<file path="src/rtl/dmem_access_ctrl_if.sv">
// Data-memory request/acknowledge bus between the MEM-stage access
// controller (master) and a variable-latency data memory (slave).
interface dmem_access_ctrl_if #(
    parameter int ADDRESS_WIDTH = 32,
    parameter int DATA_WIDTH    = 32
);
    logic                     mem_req;
    logic                     mem_we;
    logic [ADDRESS_WIDTH-1:0] mem_addr;
    logic [DATA_WIDTH-1:0]    mem_wdata;
    logic                     mem_ack;
    logic [DATA_WIDTH-1:0]    mem_rdata;

    modport master (
        output mem_req,
        output mem_we,
        output mem_addr,
        output mem_wdata,
        input  mem_ack,
        input  mem_rdata
    );

    modport slave (
        input  mem_req,
        input  mem_we,
        input  mem_addr,
        input  mem_wdata,
        output mem_ack,
        output mem_rdata
    );
endinterface

</file>
<file path="src/rtl/dmem_access_ctrl.sv">
// MEM-stage data-memory access sequencer for the pipelined RV32 core.
// Latches the EX/MEM access, holds a req/ack transaction open until the
// memory answers (or a timeout expires), stalls the pipeline meanwhile and
// hands registered load data plus a completion pulse to MEM/WB.
module dmem_access_ctrl #(
    parameter int ADDRESS_WIDTH = 32,
    parameter int DATA_WIDTH    = 32,
    parameter int TIMEOUT       = 15
) (
    input  logic                     clk,
    input  logic                     rst_n,
    input  logic                     MemWriteM,
    input  logic                     ResultSrcM,
    input  logic [ADDRESS_WIDTH-1:0] ALUResultM,
    input  logic [DATA_WIDTH-1:0]    WriteDataM,
    dmem_access_ctrl_if.master       mem,
    output logic                     StallM,
    output logic [DATA_WIDTH-1:0]    ReadDataW,
    output logic                     MemValidW,
    output logic                     mem_err
);

    localparam int CNT_W = $clog2(TIMEOUT + 1);
    localparam logic [CNT_W-1:0] CNT_LAST = CNT_W'(TIMEOUT - 1);

    typedef enum logic [1:0] {
        S_IDLE,
        S_BUSY,
        S_DONE,
        S_ABORT
    } state_t;

    state_t                   r_state;
    state_t                   w_next;
    logic                     w_acc;
    logic [CNT_W-1:0]         r_cnt;
    logic                     r_we;
    logic [ADDRESS_WIDTH-1:0] r_addr;
    logic [DATA_WIDTH-1:0]    r_wdata;
    logic [DATA_WIDTH-1:0]    r_rdata;
    logic                     r_err;

    // A store wins when both store and load flags are raised.
    assign w_acc = MemWriteM | ResultSrcM;

    // The request is a decode of the state register, so it is glitch-free
    // and only high while an access is outstanding.
    assign mem.mem_req   = (r_state == S_BUSY);
    assign mem.mem_we    = r_we;
    assign mem.mem_addr  = r_addr;
    assign mem.mem_wdata = r_wdata;
    assign ReadDataW     = r_rdata;
    assign mem_err       = r_err;

    // State register.
    always_ff @(posedge clk) begin
        if (!rst_n) begin
            r_state <= S_IDLE;
        end else begin
            r_state <= w_next;
        end
    end

    // Next-state decode plus stall and completion outputs.
    always_comb begin
        w_next    = r_state;
        StallM    = 1'b0;
        MemValidW = 1'b0;
        case (r_state)
            S_IDLE: begin
                StallM = w_acc;
                if (w_acc) begin
                    w_next = S_BUSY;
                end
            end
            S_BUSY: begin
                StallM = 1'b1;
                if (mem.mem_ack) begin
                    w_next = S_DONE;
                end else if (r_cnt == CNT_LAST) begin
                    w_next = S_ABORT;
                end
            end
            // The pipeline advances on this edge; the stale M-stage
            // instruction is deliberately not reissued.
            S_DONE: begin
                MemValidW = 1'b1;
                w_next    = S_IDLE;
            end
            S_ABORT: begin
                MemValidW = 1'b1;
                w_next    = S_IDLE;
            end
            default: begin
                w_next = S_IDLE;
            end
        endcase
    end

    // Access latch, wait counter, load-data capture and sticky error flag.
    always_ff @(posedge clk) begin
        if (!rst_n) begin
            r_cnt   <= '0;
            r_we    <= 1'b0;
            r_addr  <= '0;
            r_wdata <= '0;
            r_rdata <= '0;
            r_err   <= 1'b0;
        end else begin
            case (r_state)
                S_IDLE: begin
                    if (w_acc) begin
                        r_cnt   <= '0;
                        r_we    <= MemWriteM;
                        r_addr  <= ALUResultM;
                        r_wdata <= WriteDataM;
                    end
                end
                S_BUSY: begin
                    if (mem.mem_ack) begin
                        if (!r_we) begin
                            r_rdata <= mem.mem_rdata;
                        end
                    end else begin
                        r_cnt <= r_cnt + 1'b1;
                    end
                end
                S_ABORT: begin
                    r_err   <= 1'b1;
                    r_rdata <= '0;
                end
                default: begin
                end
            endcase
        end
    end

endmodule
</file>
<file path="src/flat_wrapper.sv">
// flat-port wrapper written by rule: the top's interface ports become plain ports
module dmem_access_ctrl_flat 
#(
    parameter int ADDRESS_WIDTH = 32,
    parameter int DATA_WIDTH    = 32,
    parameter int TIMEOUT       = 15
)
  (clk, rst_n, MemWriteM, ResultSrcM, ALUResultM, WriteDataM, StallM, ReadDataW, MemValidW, mem_err, mem_mem_req, mem_mem_we, mem_mem_addr, mem_mem_wdata, mem_mem_ack, mem_mem_rdata);
  dmem_access_ctrl_if #(.ADDRESS_WIDTH(ADDRESS_WIDTH), .DATA_WIDTH(DATA_WIDTH)) mem_i ();
  input  logic clk;
  input  logic rst_n;
  input  logic MemWriteM;
  input  logic ResultSrcM;
  input  logic [ADDRESS_WIDTH-1:0] ALUResultM;
  input  logic [DATA_WIDTH-1:0] WriteDataM;
  output logic StallM;
  output logic [DATA_WIDTH-1:0] ReadDataW;
  output logic MemValidW;
  output logic mem_err;
  output wire logic [$bits(mem_i.mem_req)-1:0] mem_mem_req;
  output wire logic [$bits(mem_i.mem_we)-1:0] mem_mem_we;
  output wire logic [$bits(mem_i.mem_addr)-1:0] mem_mem_addr;
  output wire logic [$bits(mem_i.mem_wdata)-1:0] mem_mem_wdata;
  input wire logic [$bits(mem_i.mem_ack)-1:0] mem_mem_ack;
  input wire logic [$bits(mem_i.mem_rdata)-1:0] mem_mem_rdata;
  assign mem_mem_req = mem_i.mem_req;
  assign mem_mem_we = mem_i.mem_we;
  assign mem_mem_addr = mem_i.mem_addr;
  assign mem_mem_wdata = mem_i.mem_wdata;
  assign mem_i.mem_ack = mem_mem_ack;
  assign mem_i.mem_rdata = mem_mem_rdata;
  dmem_access_ctrl #(.ADDRESS_WIDTH(ADDRESS_WIDTH), .DATA_WIDTH(DATA_WIDTH), .TIMEOUT(TIMEOUT)) u_core (.clk(clk), .rst_n(rst_n), .MemWriteM(MemWriteM), .ResultSrcM(ResultSrcM), .ALUResultM(ALUResultM), .WriteDataM(WriteDataM), .mem(mem_i), .StallM(StallM), .ReadDataW(ReadDataW), .MemValidW(MemValidW), .mem_err(mem_err));
endmodule
</file>
<file path="config.mk">
export PLATFORM = sky130hd
export DESIGN_NAME = dmem_access_ctrl_flat
export DESIGN_NICKNAME = d
export VERILOG_FILES = /design/src/rtl/dmem_access_ctrl_if.sv /design/src/rtl/dmem_access_ctrl.sv /design/src/flat_wrapper.sv
export SDC_FILE = /design/constraint.sdc
export NUM_CORES = 1
export LEC_CHECK = 0
export CORE_ASPECT_RATIO = 0.5
export CORE_MARGIN = 1.5
export CORE_UTILIZATION = 44
export CTS_CLUSTER_DIAMETER = 200
export DETAILED_ROUTE_END_ITERATION = 7
export PLACE_DENSITY = 0.88
export SYNTH_ARGS = -nofsm -noshare
export SYNTH_HDL_FRONTEND = slang
export SYNTH_SLANG_ARGS = --single-unit
</file>
<file path="constraint.sdc">
create_clock -name clk -period 4 [get_ports clk]
set_input_delay 0.8 -clock clk [delete_from_list [all_inputs] [get_ports clk]]
set_output_delay 0.8 -clock clk [all_outputs]
set_load 0.02 [all_outputs]
</file>
==> out/qor.txt <==
CRITICAL PATH
-----------------------------------------------------------------------------------------------------------------
R2R depth                                                                                                       3
Startpoint-to-endpoint class of the critical path                                                          in2out
End of the worst register-to-register path                                                           u_core.r_cnt[2]
Arrival time worst endpoint                                                                               2.29 ns
Flop2flop setup slack                                                                                     1.93 ns
Highest-delay cell along the critical path                                                           clkdlybuf4s50_1
Worst setup SP type                                                                                  primary input
Largest fanout on the critical path                                                                             3
Cell-by-cell trace of the critical path                                                              clkdlybuf4s50_1 > or2_2 > nor2_1 > nor2_1 > clkdlybuf4s50_1
Reg-to-Reg Start                                                                                     u_core.r_state[1]
Top cell family by delay on the critical path                                                        buffers and inverters
Critical path's largest stage delay                                                                       0.55 ns
Required time worst endpoint                                                                              3.20 ns
Kind of end point of the critical path                                                                output port
Bufs and invs on worst path                                                                                     2

FLOORPLAN
-----------------------------------------------------------------------------------------------------------------
Top-level port count                                                                                          202
Placement row count                                                                                            24
DIE AREA                                                                                              10200 sq um
Horizontal extent of the die                                                                               141 um
Initial cell density of the core                                                                            46.8%
Overall die height                                                                                        72.1 um
Area of the core region                                                                                8980 sq um

CLOCK TREE
-----------------------------------------------------------------------------------------------------------------
Longest Clk Path Bufs                                                                                           2
PostCTS Resize Cnt                                                                                              0
Number of post-CTS setup repair buffers                                                                         0
Count of H-tree levels built during CTS                                                                         3
Total clock buffers created by CTS                                                                              9
Clk_lat worst skew                                                                                        0.33 ns
Clock tree from TritonCTS                                                                                   built
Sink count of the clock tree                                                                                  104
Root Buffer                                                                                             clkbuf_16
Hold-fix buffers at CTS                                                                                         0
Worst-path clk slew                                                                                       0.06 ns

FLOW RUN
-----------------------------------------------------------------------------------------------------------------
Max-cap viol count                                                                                              0

SYNTHESIS
-----------------------------------------------------------------------------------------------------------------
Average cell area after synthesis                                                                      8.77 sq um
Net count after synthesis                                                                                     582
Largest cells by area after synthesis                                                                dfxtp_1 50%, a21boi_0 11%, o21ai_0 8.1%
Number of synthesized register bits                                                                           104
Proportion of synthesized chip area in sequential cells                                                     49.6%
Largest family of logic cells by synthesized area                                                    compound AO/OA/AOI/OAI gates
Synth Area in Simple Gates                                                                                  15.9%
Synthesis warning total                                                                                         0
Most used DFF post-synth                                                                                  dfxtp_1
Arithmetic-cell share of the synthesized area counting full adders, half adders and majority gates         0.596%
Post-synth EDFFs                                                                                                0
Fraction of synthesis flops using an asynchronous set or reset pin                                             0%
Cell with the most instances after synthesis                                                              dfxtp_1
Portion of synthesized cell area occupied by the leading cell type                                          49.6%
Area fraction in compound gates after synthesis                                                             21.2%
Mapped Cells                                                                                                  479
Mapped Area                                                                                            4200 sq um
Unique masters post-synth                                                                                      25
Multiplexer share of the synthesized area                                                                   7.63%
Xor/xnor share of the synthesized area                                                                         0%
Post-synth top area cell                                                                                  dfxtp_1
Post-synth top cells                                                                                 104 x dfxtp_1, 68 x o21ai_0, 66 x nand2_1, 65 x nand3_1, 60 x a21boi_0

DETAILED ROUTING
-----------------------------------------------------------------------------------------------------------------
DRT Pass-1 Iters                                                                                                4
Post-route DRC violation count                                                                                  0
Wire length after detailed routing                                                                        11.9 mm
Routed WL per cell                                                                                        15.5 um
Count of antenna-violating nets left after detailed routing                                                     0
DR vias/cell                                                                                                 5.21
Via count                                                                                                    4000
Initial DRC Count                                                                                             240

STA
-----------------------------------------------------------------------------------------------------------------
Hold Vio Cnt, Final                                                                                             0
Worst Max-Slew Pin Slew                                                                                   1.09 ns
Minimum hold slack                                                                                       0.454 ns
Final period utilization                                                                                    77.3%
Worst relative slew slack                                                                                   27.6%
Peak clock frequency supported by timing                                                                  324 MHz
Time the final worst path needs with I/O delays and setup                                                 3.09 ns
Final setup skew                                                                                       0.00363 ns
Setup_tns                                                                                                    0 ns
Number of max-slew violations in the final report                                                               0
Setup repair after global routing missed its margin                                                         false
Final setup violation count                                                                                     0

PWR
-----------------------------------------------------------------------------------------------------------------
Switching share of total power                                                                              26.5%
Combinational cell fraction of total power                                                                  22.0%
Leakage power                                                                                          0.00255 uW
Power density of the placed cells                                                                     388 nW/um^2
Cell-internal power                                                                                       1850 uW
Power, Total                                                                                              2520 uW
Clock share of power                                                                                        32.6%
Reported net switching power                                                                               668 uW
Portion of total power attributed to sequential cells                                                       45.4%
Worst IR drop on VDD                                                                                   0.000241 V

HOLD PATH
-----------------------------------------------------------------------------------------------------------------
Worst Hold Path EP                                                                                   u_core.ReadDataW[23]
Hold wc startpoint                                                                                   u_core.ReadDataW[23]
Hold-critical path depth                                                                                        2
Classification of the worst-slack hold path                                                               reg2reg

GLOBAL ROUTING
-----------------------------------------------------------------------------------------------------------------
Via count of the first global-routing pass                                                                   3853
Total track usage                                                                                           23.1%
Initial antenna violation count                                                                                 0
Pin count of the biggest net entering global routing                                                          106
First-pass GRT wire length                                                                                19.1 mm
Grt ovf                                                                                                         0

FINAL LAYOUT
-----------------------------------------------------------------------------------------------------------------
Layout fillers                                                                                                678
Cell area after layout                                                                                 6500 sq um
Reg area                                                                                               2080 sq um
Combined area of the multi-input logic cells                                                           1930 sq um
Layout cell share with drive strength beyond 1                                                              4.15%
Area added between synthesis and finish                                                                     54.8%
Number of antenna cells inserted                                                                                0
Net count of the finished layout                                                                              751

PLACE
-----------------------------------------------------------------------------------------------------------------
Total half-perimeter wirelength after legalization and detailed placement                                 7.58 mm
Placer congestion estimate                                                                                  0.779
Port Buffers                                                                                                  201
DP Area                                                                                                6230 sq um

RUN STATUS
-----------------------------------------------------------------------------------------------------------------
Run status                                                                                           finished, final reports clean

==> worst register-to-register path, delay by kind of cell, from the launching register on <==
kind	cells	cell delay (ns)
simple gates	1	0.92
compound gates	2	0.49
flops	1	0.58
==> cell families (layout without fill, tap and decap cells) <==
logic type               Yosys count  count (layout)
multiplexers                      32              32
AO/OA/AOI/OAI                    142             142
flip-flops                       104             104
buffers and inverters             52             224
AND/OR/NAND/NOR                  147             147
adder cells (fa/ha/maj)            2               2
==> flip-flops by register name, summed over array words and instances, names as in the netlist <==
name                  cells
u_core.r_state            2
u_core.mem_err            1
u_core.r_cnt              4
u_core.mem.mem_we         1
u_core.mem.mem_wdata     32
u_core.ReadDataW         32
u_core.mem.mem_addr      32
==> area by class of cell <==
cell class	count	share of cell area, %
Sequential cell	104	32.0
Clock buffer	14	4.22
Timing Repair Buffer	207	31.6
Inverter	3	0.173
Multi-Input combinational cell	323	29.8
Tap cell	117	2.25
==> stage by stage <==
step,instances,setup slack [ns],utilization (%)
6_report,768,0.909,72.4
5_1_grt,768,0.844,72.4
4_1_cts,768,0.909,72.4
3_5_place_dp,754,0.916,69.3
3_3_place_gp,754,0.909,69.3
2_1_floorplan,479,1.40,-
==> placed cells by master (no fill, tap or decap), types with 3 or more instances in the layout <==
cell type,n
clkdlybuf4s50_1,200
dfxtp_1,104
o21ai_0,68
nand2_1,66
nand3_1,65
a21boi_0,60
mux2i_1,32
clkbuf_16,9
a21boi_1,6
buf_4,6
nor2b_1,3
inv_1,3
a21oi_1,3
clkbuf_8,3
==> power by group through the flow <==
stage                     combinational (uW)  clock, uW  sequential, uW
after floorplan                          188          0            1250
after global placement                   548          0            1160
after detailed placement                 554          0            1170
after CTS                                558        838            1140
after global routing                     596        879            1150
final                                    555        820            1140
==> metal layers <==
layer / track usage (%) / share of wire, % / up-vias
met5: 0 / 0 / -
met4: 8.33 / 2.3 / 0
met3: 5.08 / 4.8 / 27
met2: 40.5 / 50 / 127
met1: 28.6 / 43 / 1857
li1: - / - / 1989
==> how the worst max path moves through the flow <==
stage	depth (start not counted)	startpoint	to
2_1_floorplan	5	MemWriteM	StallM
3_3_place_gp	5	MemWriteM	StallM
3_5_place_dp	5	MemWriteM	StallM
4_1_cts	5	MemWriteM	StallM
5_1_grt	5	MemWriteM	StallM
6_report	5	MemWriteM	StallM
(Power assumes the default switching activity.)
